File: config.mk
export PLATFORM = sky130hd
export DESIGN_NAME = mem_scan_master
export DESIGN_NICKNAME = d
export VERILOG_FILES = /design/src/rtl/mem_scan_pkg.sv /design/src/rtl/mem_scan_master.sv
export SDC_FILE = /design/constraint.sdc
export NUM_CORES = 1
export LEC_CHECK = 0
export CAP_MARGIN = 20
export CORE_ASPECT_RATIO = 1.5
export CORE_MARGIN = 4
export CORE_UTILIZATION = 30
export DETAILED_ROUTE_END_ITERATION = 8
export GPL_TIMING_DRIVEN = 0
export PLACE_DENSITY_LB_ADDON = 0.25
export SLEW_MARGIN = 10
export SYNTH_ARGS = -nofsm -noshare
export SYNTH_HDL_FRONTEND = slang
export SYNTH_SLANG_ARGS = --single-unit
File: constraint.sdc
create_clock -name CLK -period 3.2 [get_ports CLK]
set_input_delay 0.48 -clock CLK [delete_from_list [all_inputs] [get_ports CLK]]
set_output_delay 0.48 -clock CLK [all_outputs]
set_load 0.02 [all_outputs]
File: src/rtl/mem_scan_pkg.sv
// rtl/mem_scan_pkg.sv - shared types and default widths for the memory scan access path
package mem_scan_pkg;

  typedef enum logic [1:0] {
    IDLE  = 2'd0,
    SETUP = 2'd1,
    WAIT  = 2'd2,
    RESP  = 2'd3
  } state_e;

  // Widths shared with the memory-side block so both ends agree by default.
  localparam int DEF_ADDRBITS = 16;
  localparam int DEF_DQBITS   = 32;
  localparam int DEF_LENBITS  = 8;

endpackage

File: src/rtl/mem_scan_master.sv
// rtl/mem_scan_master.sv - scan-domain initiator issuing toggle-triggered, time-completed memory accesses
module mem_scan_master
  import mem_scan_pkg::*;
#(
  parameter int ADDRBITS     = DEF_ADDRBITS,
  parameter int DQBITS       = DEF_DQBITS,
  parameter int LENBITS      = DEF_LENBITS,
  parameter int SETUP_CYCLES = 2,
  parameter int WAIT_CYCLES  = 8
) (
  input  logic                CLK,
  input  logic                RESET,
  input  logic                cmd_valid,
  output logic                cmd_ready,
  input  logic                cmd_write,
  input  logic [ADDRBITS-1:0] cmd_addr,
  input  logic [DQBITS-1:0]   cmd_wdata,
  input  logic [LENBITS-1:0]  cmd_len,
  output logic                rsp_valid,
  input  logic                rsp_ready,
  output logic [DQBITS-1:0]   rsp_rdata,
  output logic [ADDRBITS-1:0] rsp_addr,
  output logic                rsp_last,
  output logic                busy,
  output logic [ADDRBITS-1:0] scan_addr,
  output logic [DQBITS-1:0]   scan_d,
  output logic                scan_wen_n,
  output logic                scan_cen_n,
  output logic                mem_trigger,
  input  logic [DQBITS-1:0]   scan_q
);

  localparam int CNTMAX = (SETUP_CYCLES > WAIT_CYCLES) ? SETUP_CYCLES : WAIT_CYCLES;
  localparam int CNTW   = (CNTMAX > 1) ? $clog2(CNTMAX) : 1;
  localparam logic [CNTW-1:0] SETUP_LOAD = CNTW'(SETUP_CYCLES - 1);
  localparam logic [CNTW-1:0] WAIT_LOAD  = CNTW'(WAIT_CYCLES - 1);

  state_e               state_q, state_d;
  logic [CNTW-1:0]      cnt_q, cnt_d;
  logic [LENBITS-1:0]   rem_q, rem_d;
  logic [ADDRBITS-1:0]  addr_q, addr_d;
  logic [DQBITS-1:0]    data_q, data_d;
  logic                 wen_n_q, wen_n_d;
  logic                 cen_n_q, cen_n_d;
  logic                 trig_q, trig_d;
  logic                 rsp_valid_q, rsp_valid_d;
  logic [DQBITS-1:0]    rsp_rdata_q, rsp_rdata_d;
  logic [ADDRBITS-1:0]  rsp_addr_q, rsp_addr_d;
  logic                 rsp_last_q, rsp_last_d;

  always_ff @(posedge CLK or posedge RESET) begin
    if (RESET) begin
      state_q     <= IDLE;
      cnt_q       <= '0;
      rem_q       <= '0;
      addr_q      <= '0;
      data_q      <= '0;
      wen_n_q     <= 1'b1;
      cen_n_q     <= 1'b1;
      trig_q      <= 1'b0;
      rsp_valid_q <= 1'b0;
      rsp_rdata_q <= '0;
      rsp_addr_q  <= '0;
      rsp_last_q  <= 1'b0;
    end else begin
      state_q     <= state_d;
      cnt_q       <= cnt_d;
      rem_q       <= rem_d;
      addr_q      <= addr_d;
      data_q      <= data_d;
      wen_n_q     <= wen_n_d;
      cen_n_q     <= cen_n_d;
      trig_q      <= trig_d;
      rsp_valid_q <= rsp_valid_d;
      rsp_rdata_q <= rsp_rdata_d;
      rsp_addr_q  <= rsp_addr_d;
      rsp_last_q  <= rsp_last_d;
    end
  end

  always_comb begin
    state_d     = state_q;
    cnt_d       = cnt_q;
    rem_d       = rem_q;
    addr_d      = addr_q;
    data_d      = data_q;
    wen_n_d     = wen_n_q;
    cen_n_d     = cen_n_q;
    trig_d      = trig_q;
    rsp_valid_d = rsp_valid_q;
    rsp_rdata_d = rsp_rdata_q;
    rsp_addr_d  = rsp_addr_q;
    rsp_last_d  = rsp_last_q;

    case (state_q)
      IDLE: begin
        if (cmd_valid) begin
          addr_d  = cmd_addr;
          data_d  = cmd_wdata;
          wen_n_d = ~cmd_write;
          cen_n_d = 1'b0;
          rem_d   = cmd_len;
          cnt_d   = SETUP_LOAD;
          state_d = SETUP;
        end
      end
      SETUP: begin
        if (cnt_q == '0) begin
          trig_d  = ~trig_q;
          cnt_d   = WAIT_LOAD;
          state_d = WAIT;
        end else begin
          cnt_d = cnt_q - 1'b1;
        end
      end
      WAIT: begin
        // No return handshake: scan_q is assumed settled by the last wait cycle.
        if (cnt_q == '0) begin
          rsp_valid_d = 1'b1;
          rsp_rdata_d = wen_n_q ? scan_q : '0;
          rsp_addr_d  = addr_q;
          rsp_last_d  = (rem_q == '0);
          state_d     = RESP;
        end else begin
          cnt_d = cnt_q - 1'b1;
        end
      end
      RESP: begin
        if (rsp_ready) begin
          rsp_valid_d = 1'b0;
          if (rem_q == '0) begin
            cen_n_d = 1'b1;
            state_d = IDLE;
          end else begin
            addr_d  = addr_q + 1'b1;
            rem_d   = rem_q - 1'b1;
            cnt_d   = SETUP_LOAD;
            state_d = SETUP;
          end
        end
      end
      default: state_d = IDLE;
    endcase
  end

  assign cmd_ready   = (state_q == IDLE) && !RESET;
  assign busy        = (state_q != IDLE);
  assign scan_addr   = addr_q;
  assign scan_d      = data_q;
  assign scan_wen_n  = wen_n_q;
  assign scan_cen_n  = cen_n_q;
  assign mem_trigger = trig_q;
  assign rsp_valid   = rsp_valid_q;
  assign rsp_rdata   = rsp_rdata_q;
  assign rsp_addr    = rsp_addr_q;
  assign rsp_last    = rsp_last_q;

endmodule
==> results of run 1 <==
[registers in the layout, summed over array words and instances (netlist names)]
name         count
cnt_q            3
mem_trigger      1
rem_q            8
rsp_addr        16
rsp_last         1
rsp_rdata       32
rsp_valid        1
scan_addr       16
scan_cen_n       1
scan_d          32
scan_wen_n       1
state_q          2
[metrics by stage]
step | setup WS, ns | util
floorplan | 1.34 | -
global placement | 0.137 | 0.433
global route | 0.574 | 0.471
detailed placement | 0.803 | 0.438
CTS | 0.671 | 0.471
finish | 0.709 | 0.471
[cell families after synthesis]
logic type                 after synthesis  synth area share
AOI/OAI and AO/OA                      130             0.153
xor gates and xnor gates                 1           0.00166
adders and majority gates               10            0.0237
buffers and inverters                   47            0.0407
DFF                                    114             0.540
muxes                                   47            0.0997
and+or+nand+nor                        153             0.141
[critical path, cell delays in order (launching register included)]
cell	delay, ns
dfrtp_1	0.40
inv_1	0.15
ha_1	0.22
inv_1	0.11
nor2_1	0.11
clkdlybuf4s50_1	0.61
[layout by cell type (no fill, tap or decap), types with 12 or more instances in the layout]
cell type,Yosys,layout
clkbuf_1,19,19
clkbuf_16,0,17
nand2_1,93,93
dfrtp_1,112,112
inv_1,13,12
mux2_2,45,45
clkdlybuf4s50_1,0,195
a21oi_1,25,25
o21ai_0,50,50
a31oi_1,17,17
[synth_stat cells (3+ instances only)]
library cell	n	area (µm²)
a211oi_1	3	22.5
a21o_1	3	22.5
a21oi_1	25	125
a31o_2	3	26.3
a31oi_1	17	106
a41o_1	3	30.0
and4_1	3	26.3
buf_2	10	50.1
buf_6	3	33.8
clkbuf_1	19	71.3
dfrtp_1	112	2800
ha_1	10	125
inv_1	13	48.8
mux2_2	45	507
nand2_1	93	349
nand2b_1	4	25.0
nand3_1	9	45.0
nand4_1	5	31.3
nor2_1	11	41.3
nor3_1	3	15.0
nor4_1	3	18.8
o21ai_0	50	250
o22ai_1	8	50.1
o41ai_1	3	26.3
or3_1	5	31.3
[path summary, 6_finish.rpt]
kind / startpoint / slack, ns / cells after the start / end
max in group asynchronous: RESET / 1.81 / 5 / scan_wen_n
min reg2reg: rsp_rdata[12] / 0.48 / 2 / rsp_rdata[12]
max reg2reg: state_q[0] / 1.02 / 7 / scan_addr[13]
min in group CLK: rsp_rdata[12] / 0.48 / 2 / rsp_rdata[12]
max: state_q[0] / 0.71 / 5 / cmd_ready
min: RESET / 0.45 / 2 / scan_d[13]
[power breakdown]
group	total (mW)	switching (mW)	internal, mW
clock network	1.86	0.710	1.15
registers	2.68	0.522	2.16
logic	4.64	2.48	2.16
[per-layer routing]
layer | track usage | vias up | part of all wire
li1 | - | 2233 | -
met1 | 0.190 | 2348 | 0.39
met2 | 0.299 | 199 | 0.51
met3 | 0.0510 | 28 | 0.077
met4 | 0.0596 | 0 | 0.024
met5 | 0 | - | 0
[final cells by class]
cell class                 instances  area share
tap                              213      0.0326
clock buffer                      17      0.0520
clock inverter                    15      0.0194
buffer                            34      0.0203
sequential                       114       0.349
timing repair buffer             199       0.249
inverter                          13     0.00643
multi-input combinational        341       0.271
==> flow_summary.ini, run 1 <==
[synth]
synth_nets = 605
synth_edf_count = 0
ys_async_sr_fraction = 1.00
yosysSeqAreaShare = 0.540
synthCells = 502
netlist_area_um2 = 5280
synthFlopType = dfrtp_1
ys_seq_elements = 114
avgSynthCellArea_um2 = 10.5
yosys_warnings = 0
ys_types = 55

[routing]
first_pass_iters = 4
vias = 4808
viasPerCell = 5.08
wl_per_cell_um = 17.5
ant_nets = 0
drtIter0Drc = 185
drt_wl_total_mm = 16.6
post-route-drc-count = 0

[timing]
maxSlewHeadroom = 0.636
tns_ns = 0
max_freq_mhz = 402
hold_viol = 0
fin_crit_ns = 2.49
rsz0062_at_grt = false
fin_hold_ws_ns = 0.447
fin_worst_skew_ns = 0.00951
maxSlewViolCount = 0
period_share = 0.778
setup_violations = 0
tightest_slew_ns = 0.546

[worst_setup_path]
critPathRequiredTime_ns = 2.72
end_kind = output port
worst_ep_arrival_time_ns = 2.01
crit_fanout = 5
critPathKind = reg2out
start_kind = flop

[clock_tree]
clkLatencyLatePin_ns = 0.41
cts_made_buffers = 17
clk_path_buf_depth = 2
postCtsSetupRepairBufs = 0
root_buffer = clkbuf_16
h-tree-depth = 4
cts_tree = built
hold_buffers = 0
cts_sinks = 114
cts.reportedPaths.clkPinSlew_ns = 0.06
cts_resized = 0

[power]
power.density_nw_per_um2 = 1120
finalPower_mw = 9.19
p_leak_nw = 3.37
peakVddDrop_mv = 0.590

[floorplanning]
row_count = 59
fp.dieW_um = 116
die_y_um = 171
io_pins = 196
core-area_um2 = 17300
start_util = 0.305
die-area_um2 = 19800

[final_layout]
fillerInstances = 1682
layout-drive-gt1-share = 0.156
multi_input_area_um2 = 2210
seqCellArea_um2 = 2860
diodes = 0
area_delta_synth_final_pct = 54.8
final_cells = 946
nets = 823
postLayoutCellArea_um2 = 8180

[grt]
grt_max_degree = 32
grt_usage = 0.169
first_global_vias = 5208
overflow = 0
grt_pass1_wl_mm = 26.5
antenna_found_initial = 0

[outcome]
outcome = complete, no violations

[place]
dp_cells = 914
dp_hpwl_mm = 12.9
place_congestion = 0.834
place_area_um2 = 7590
port_buffers = 195

[min_path]
min-delay-path-class = in2async

[run]
cap_violations = 0
Power figures use the tool's default switching activity.
==> run 2: changes to the inputs <==
==> constraint.sdc (replaced) <==
create_clock -name CLK -period 2.2 [get_ports CLK]
set_input_delay 0.33 -clock CLK [delete_from_list [all_inputs] [get_ports CLK]]
set_output_delay 0.33 -clock CLK [all_outputs]
set_load 0.02 [all_outputs]
==> run 2 against run 1 <==
Effect of this change:
- setup slack worse by 0.58 ns
- first-iteration DRC count is 41% higher
- clock skew hardly changed
- global-route usage stayed put
- register-to-register slack worse by 0.86 ns
- sequential power is 46% higher
- clock power is 46% higher
- critical path depth stayed put
==> flow_summary.ini, run 2 (synthesis gave the netlist of run 1 again) <==
[final_layout]
layout_common_cells = 193 x clkdlybuf4s50_1, 112 x dfrtp_1, 92 x nand2_1, 50 x o21ai_0, 45 x mux2_2
postLayoutCellArea_um2 = 8210
layout-drive-gt1-share = 0.166
area_delta_synth_final_pct = 55.4
final_common_cell = clkdlybuf4s50_1
nets = 826
diodes = 0

[clock_tree]
clk_path_buf_depth = 2
clkLatencyLatePin_ns = 0.41
cts_sinks = 114
cts_tree = built
root_buffer = clkbuf_16
hold_buffers = 0
cts_made_buffers = 17
cts.reportedPaths.clkPinSlew_ns = 0.06
h-tree-depth = 4

[min_path]
min-delay-path-class = in2async

[worst_setup_path]
r2r_cells = 7
critical_path_depth = 5
worst-path-buf-inv = 3
crit_top_cell = inv_1
crit_path_top_delay_cell = dfrtp_1
cp_top_family = buffers and inverters
start_kind = flop
worst_ep_arrival_time_ns = 1.74
critPathRequiredTime_ns = 1.87
critPathKind = reg2out
path_cells = inv_1, ha_1, inv_1, nor2_1, dlygate4sd2_1
end_kind = output port
crit_fanout = 5
slowest_delay_ns = 0.40

[routing]
post-route-drc-count = 0
drt_wl_total_mm = 16.6
vias = 4790
drtIter0Drc = 261
ant_nets = 0
viasPerCell = 5.05
first_pass_iters = 5
wl_per_cell_um = 17.5

[power]
p_leak_nw = 3.40
power.density_nw_per_um2 = 1640
peakVddDrop_mv = 0.859

[timing]
setup_violations = 0
max_freq_mhz = 484
rsz0062_at_grt = false
fin_worst_skew_ns = 0.00936
tightest_slew_ns = 0.546
maxSlewViolCount = 0
tns_ns = 0
period_share = 0.940
hold_viol = 0
maxSlewHeadroom = 0.636
fin_crit_ns = 2.07
setup_ws_ns = 0.133

[floorplanning]
die_y_um = 171
core-area_um2 = 17300
io_pins = 196
die-area_um2 = 19800
fp.dieW_um = 116
row_count = 59
start_util = 0.305

[place]
place_congestion = 0.834
place_area_um2 = 7590
dp_hpwl_mm = 12.9
port_buffers = 195
place_ws_ns = -0.0467

[grt]
overflow = 0
first_global_vias = 5208
antenna_found_initial = 0
grt_max_degree = 32
grt_usage = 0.169
grt_pass1_wl_mm = 26.5

[run]
cap_violations = 0

[outcome]
outcome = complete, no violations
run 2: final cells by class:
class,instances,area (µm²)
clock buffer,17,425
sequential,114,2860
multi-input combinational,341,2220
buffer,34,170
tap,213,267
inverter,13,52.6
timing repair buffer,202,2060
fill,1683,9140
clock inverter,15,159
run 2: what timing repair did:
item / CTS / global route
gates cloned: 0 / 0
setup endpoints to repair: 2 / 71
setup buffers: 0 / 3
pin swaps: 0 / 1
gates resized for setup: 2 / 8
hold endpoints to repair: 0 / 0
run 2: power breakdown:
group | leakage (nW) | internal (mW) | switching [mW] | total (mW)
clock network | 0.280 | 1.67 | 1.04 | 2.71
registers | 1.38 | 3.15 | 0.760 | 3.91
logic | 1.74 | 3.19 | 3.63 | 6.82
run 2: worst paths after layout:
| check | end | slack (ns) | startpoint |
|---|---|---|---|
| min reg2reg | rsp_rdata[12] | 0.48 | rsp_rdata[12] |
| max in group asynchronous | scan_wen_n | 0.95 | RESET |
| min in group CLK | rsp_rdata[12] | 0.48 | rsp_rdata[12] |
| max | cmd_ready | 0.13 | state_q[0] |
| max reg2reg | scan_addr[13] | 0.16 | state_q[0] |
| min | scan_d[13] | 0.30 | RESET |
run 2: layer usage:
metal,up-vias,GRT usage,wire (µm)
met5,-,0,0
met4,0,0.0596,393
met3,24,0.0510,1340
met2,192,0.299,8420
met1,2335,0.190,6450
li1,2239,-,-
run 2: through the flow:
| step | cells | util | hold slack (ns) | total power [mW] |
|---|---|---|---|---|
| finish | 949 | 0.473 | 0.295 | 13.4 |
| global route | 949 | 0.473 | 0.316 | 14.4 |
| CTS | 946 | 0.471 | 0.298 | 13.5 |
| detailed placement | 914 | 0.438 | 0.465 | 10.7 |
| global placement | 910 | 0.433 | 0.466 | 10.5 |
| floorplan | 502 | - | 0.407 | 7.66 |
==> run 3: changes to the inputs <==
--- a/config.mk
+++ b/config.mk
@@ -5,11 +5,13 @@
 export SDC_FILE = /design/constraint.sdc
 export NUM_CORES = 1
 export LEC_CHECK = 0
+export ABC_AREA = 1
 export CAP_MARGIN = 20
 export CORE_ASPECT_RATIO = 1.5
 export CORE_MARGIN = 4
 export CORE_UTILIZATION = 30
 export DETAILED_ROUTE_END_ITERATION = 8
+export GPL_ROUTABILITY_DRIVEN = 0
 export GPL_TIMING_DRIVEN = 0
 export PLACE_DENSITY_LB_ADDON = 0.25
 export SLEW_MARGIN = 10
==> run 3 against run 2 <==
Effect of this change:
- clock skew increased by 0.0047 ns
- hold slack improved by 0.051 ns
- clock-buffer cell count increased by 1
- die area increased by 2.7%
- synthesized area increased by 2.8%
- global-route usage decreased by 0.49 points
- core utilization decreased by 0.65 points
- synthesized cell count increased by 34%
- cell area increased by 1.6%
- combinational power decreased by 1%
- register-to-register slack improved by 0.24 ns
- setup slack improved by 0.077 ns
- critical path type unchanged
==> flow_summary.ini, run 3 <==
[timing]
maxSlewViolCount = 0
rsz0062_at_grt = false
tightest_slew_ns = 0.571
fin_crit_ns = 1.99
fin_worst_skew_ns = 0.0140
hold_viol = 0
period_share = 0.905
maxSlewHeadroom = 0.620
max_freq_mhz = 502
setup_violations = 0
fin_hold_ws_ns = 0.346
tns_ns = 0

[clock_tree]
clk_path_buf_depth = 2
cts_sinks = 114
cts_made_buffers = 17
clkLatencyLatePin_ns = 0.40
hold_buffers = 0
cts.reportedPaths.clkPinSlew_ns = 0.06
root_buffer = clkbuf_16
h-tree-depth = 4
cts_tree = built

[routing]
viasPerCell = 4.51
post-route-drc-count = 0
ant_nets = 0
wl_per_cell_um = 14.7
first_pass_iters = 4
drt_wl_total_mm = 16.5
vias = 5050
drtIter0Drc = 181

[final_layout]
final_common_cell = nand2_1
layout-drive-gt1-share = 0.102
diodes = 0
area_delta_synth_final_pct = 53.4
nets = 993
layout_common_cells = 269 x nand2_1, 193 x clkdlybuf4s50_1, 112 x dfrtp_1, 69 x o21ai_0, 46 x nor2_1
utilization = 0.467
final_cells = 1120

[worst_setup_path]
worst-path-buf-inv = 3
worst_ep_arrival_time_ns = 1.66
r2r_cells = 7
crit_path_top_delay_cell = dfrtp_1
end_kind = output port
path_cells = inv_1, ha_1, inv_2, nor2_1, dlygate4sd2_1
critical_path_depth = 5
critPathRequiredTime_ns = 1.87
crit_fanout = 5
start_kind = flop
critPathKind = reg2out
cp_top_family = buffers and inverters
slowest_delay_ns = 0.42

[power]
swShare = 0.422
p_switching_mw = 5.67
peakVddDrop_mv = 0.589
p_int_mw = 7.77
p_leak_nw = 3.84
seq_power_share = 0.285
pwr-share-comb = 0.502
pwr-share-clk = 0.213
power.density_nw_per_um2 = 1610

[synth]
yosysSeqAreaShare = 0.525
ys_async_sr_fraction = 1.00
ys_seq_elements = 114
synthFlopType = dfrtp_1
synth_edf_count = 0
synthCells = 673
ys_types = 29
synth_area_leaders = dfrtp_1 52%, nand2_1 19%, o21ai_0 6.4%, nor2_1 3.2%, inv_1 2.9%
avgSynthCellArea_um2 = 8.07
yosys-top-cells-count = 269 x nand2_1, 112 x dfrtp_1, 69 x o21ai_0
synth_top_area_cell = dfrtp_1
synth_top_area_frac = 0.516
yosys_warnings = 0
yosysMostFrequentCell = nand2_1
synth_nets = 776
netlist_area_um2 = 5430

[floorplanning]
die-area_um2 = 20400
row_count = 60
core-area_um2 = 17900
fp.dieW_um = 118
start_util = 0.304
die_y_um = 173
io_pins = 196

[grt]
first_global_vias = 5149
grt_max_degree = 35
grt_usage = 0.164
overflow = 0
antenna_found_initial = 0
grt_pass1_wl_mm = 27.0

[place]
dp_cells = 1088
port_buffers = 195
dp_hpwl_mm = 12.5

[min_path]
min-delay-path-class = in2async

[run]
cap_violations = 0

[outcome]
outcome = complete, no violations
-- run 3: cell count changes after synthesis, sizes merged, moves of 5 or more --
cell | before | now
nor2 | 11 | 58
a21oi | 26 | 4
a31oi | 17 | 1
nand2 | 93 | 280
mux2 | 45 | 0
inv | 13 | 45
xor2 | 0 | 5
or3 | 5 | 0
o22ai | 8 | 0
nand3 | 11 | 28
o21ai | 51 | 86
-- run 3: worst paths after layout --
kind / startpoint / to / slack, ns
setup / recovery: state_q[0] / cmd_ready / 0.21
hold / removal: RESET / scan_d[18] / 0.35
setup reg to reg: state_q[0] / rem_q[2] / 0.40
hold reg to reg: mem_trigger / mem_trigger / 0.47
max in group asynchronous: RESET / rsp_addr[13] / 1.05
min in group CLK: cmd_wdata[7] / scan_d[7] / 0.45
-- run 3: logic make-up after synthesis --
kind of cell	count (synthesis)	synth area share
simple gates	376	0.285
fa+ha+maj	10	0.0230
flops	114	0.525
buf+inv	76	0.0645
compound gates	92	0.0944
xor+xnor	5	0.00806
-- run 3: worst reg2reg max path: stages, from the launching register on --
cell,delay (ns)
dfrtp_1,0.42
ha_1,0.22
buf_6,0.13
inv_1,0.18
clkbuf_1,0.42
o21ai_0,0.17
nand2_1,0.09
nand2_1,0.05
-- run 3: area by class of cell --
| type | instances | area (µm²) |
|---|---|---|
| multi-input combinational | 483 | 2230 |
| inverter | 46 | 183 |
| timing repair buffer | 198 | 2010 |
| clock buffer | 18 | 439 |
| buffer | 30 | 171 |
| clock inverter | 14 | 180 |
| sequential | 114 | 2860 |
| fill | 1817 | 9530 |
| tap | 217 | 272 |
-- run 3: what timing repair did --
item,CTS,global route
buffers inserted,0,0
setup endpoints to repair,2,0
gates resized for setup,2,0
-- run 3: power by group through the flow --
stage / Clock, mW / Combinational [mW] / Sequential [mW]
floorplan: 0 / 2.92 / 4.80
global placement: 0 / 6.82 / 3.82
detailed placement: 0 / 6.88 / 3.85
CTS: 2.94 / 6.89 / 3.84
global route: 3.04 / 7.45 / 3.97
finish: 2.87 / 6.75 / 3.83
-- run 3: metrics by stage --
stage	area (µm²)	setup slack [ns]	power, mW
global placement	7660	-0.816	10.6
global route	8340	0.0868	14.5
detailed placement	7720	0.362	10.7
CTS	8340	0.185	13.7
finish	8340	0.210	13.4
floorplan	5440	0.486	7.72
-- run 3: per-layer routing --
metal  track usage  share of wire  up-vias
met5             0              0        -
li1              -              -     2543
met1         0.190           0.41     2357
met4        0.0484          0.017        0
met2         0.297           0.53      132
met3        0.0412          0.044       18
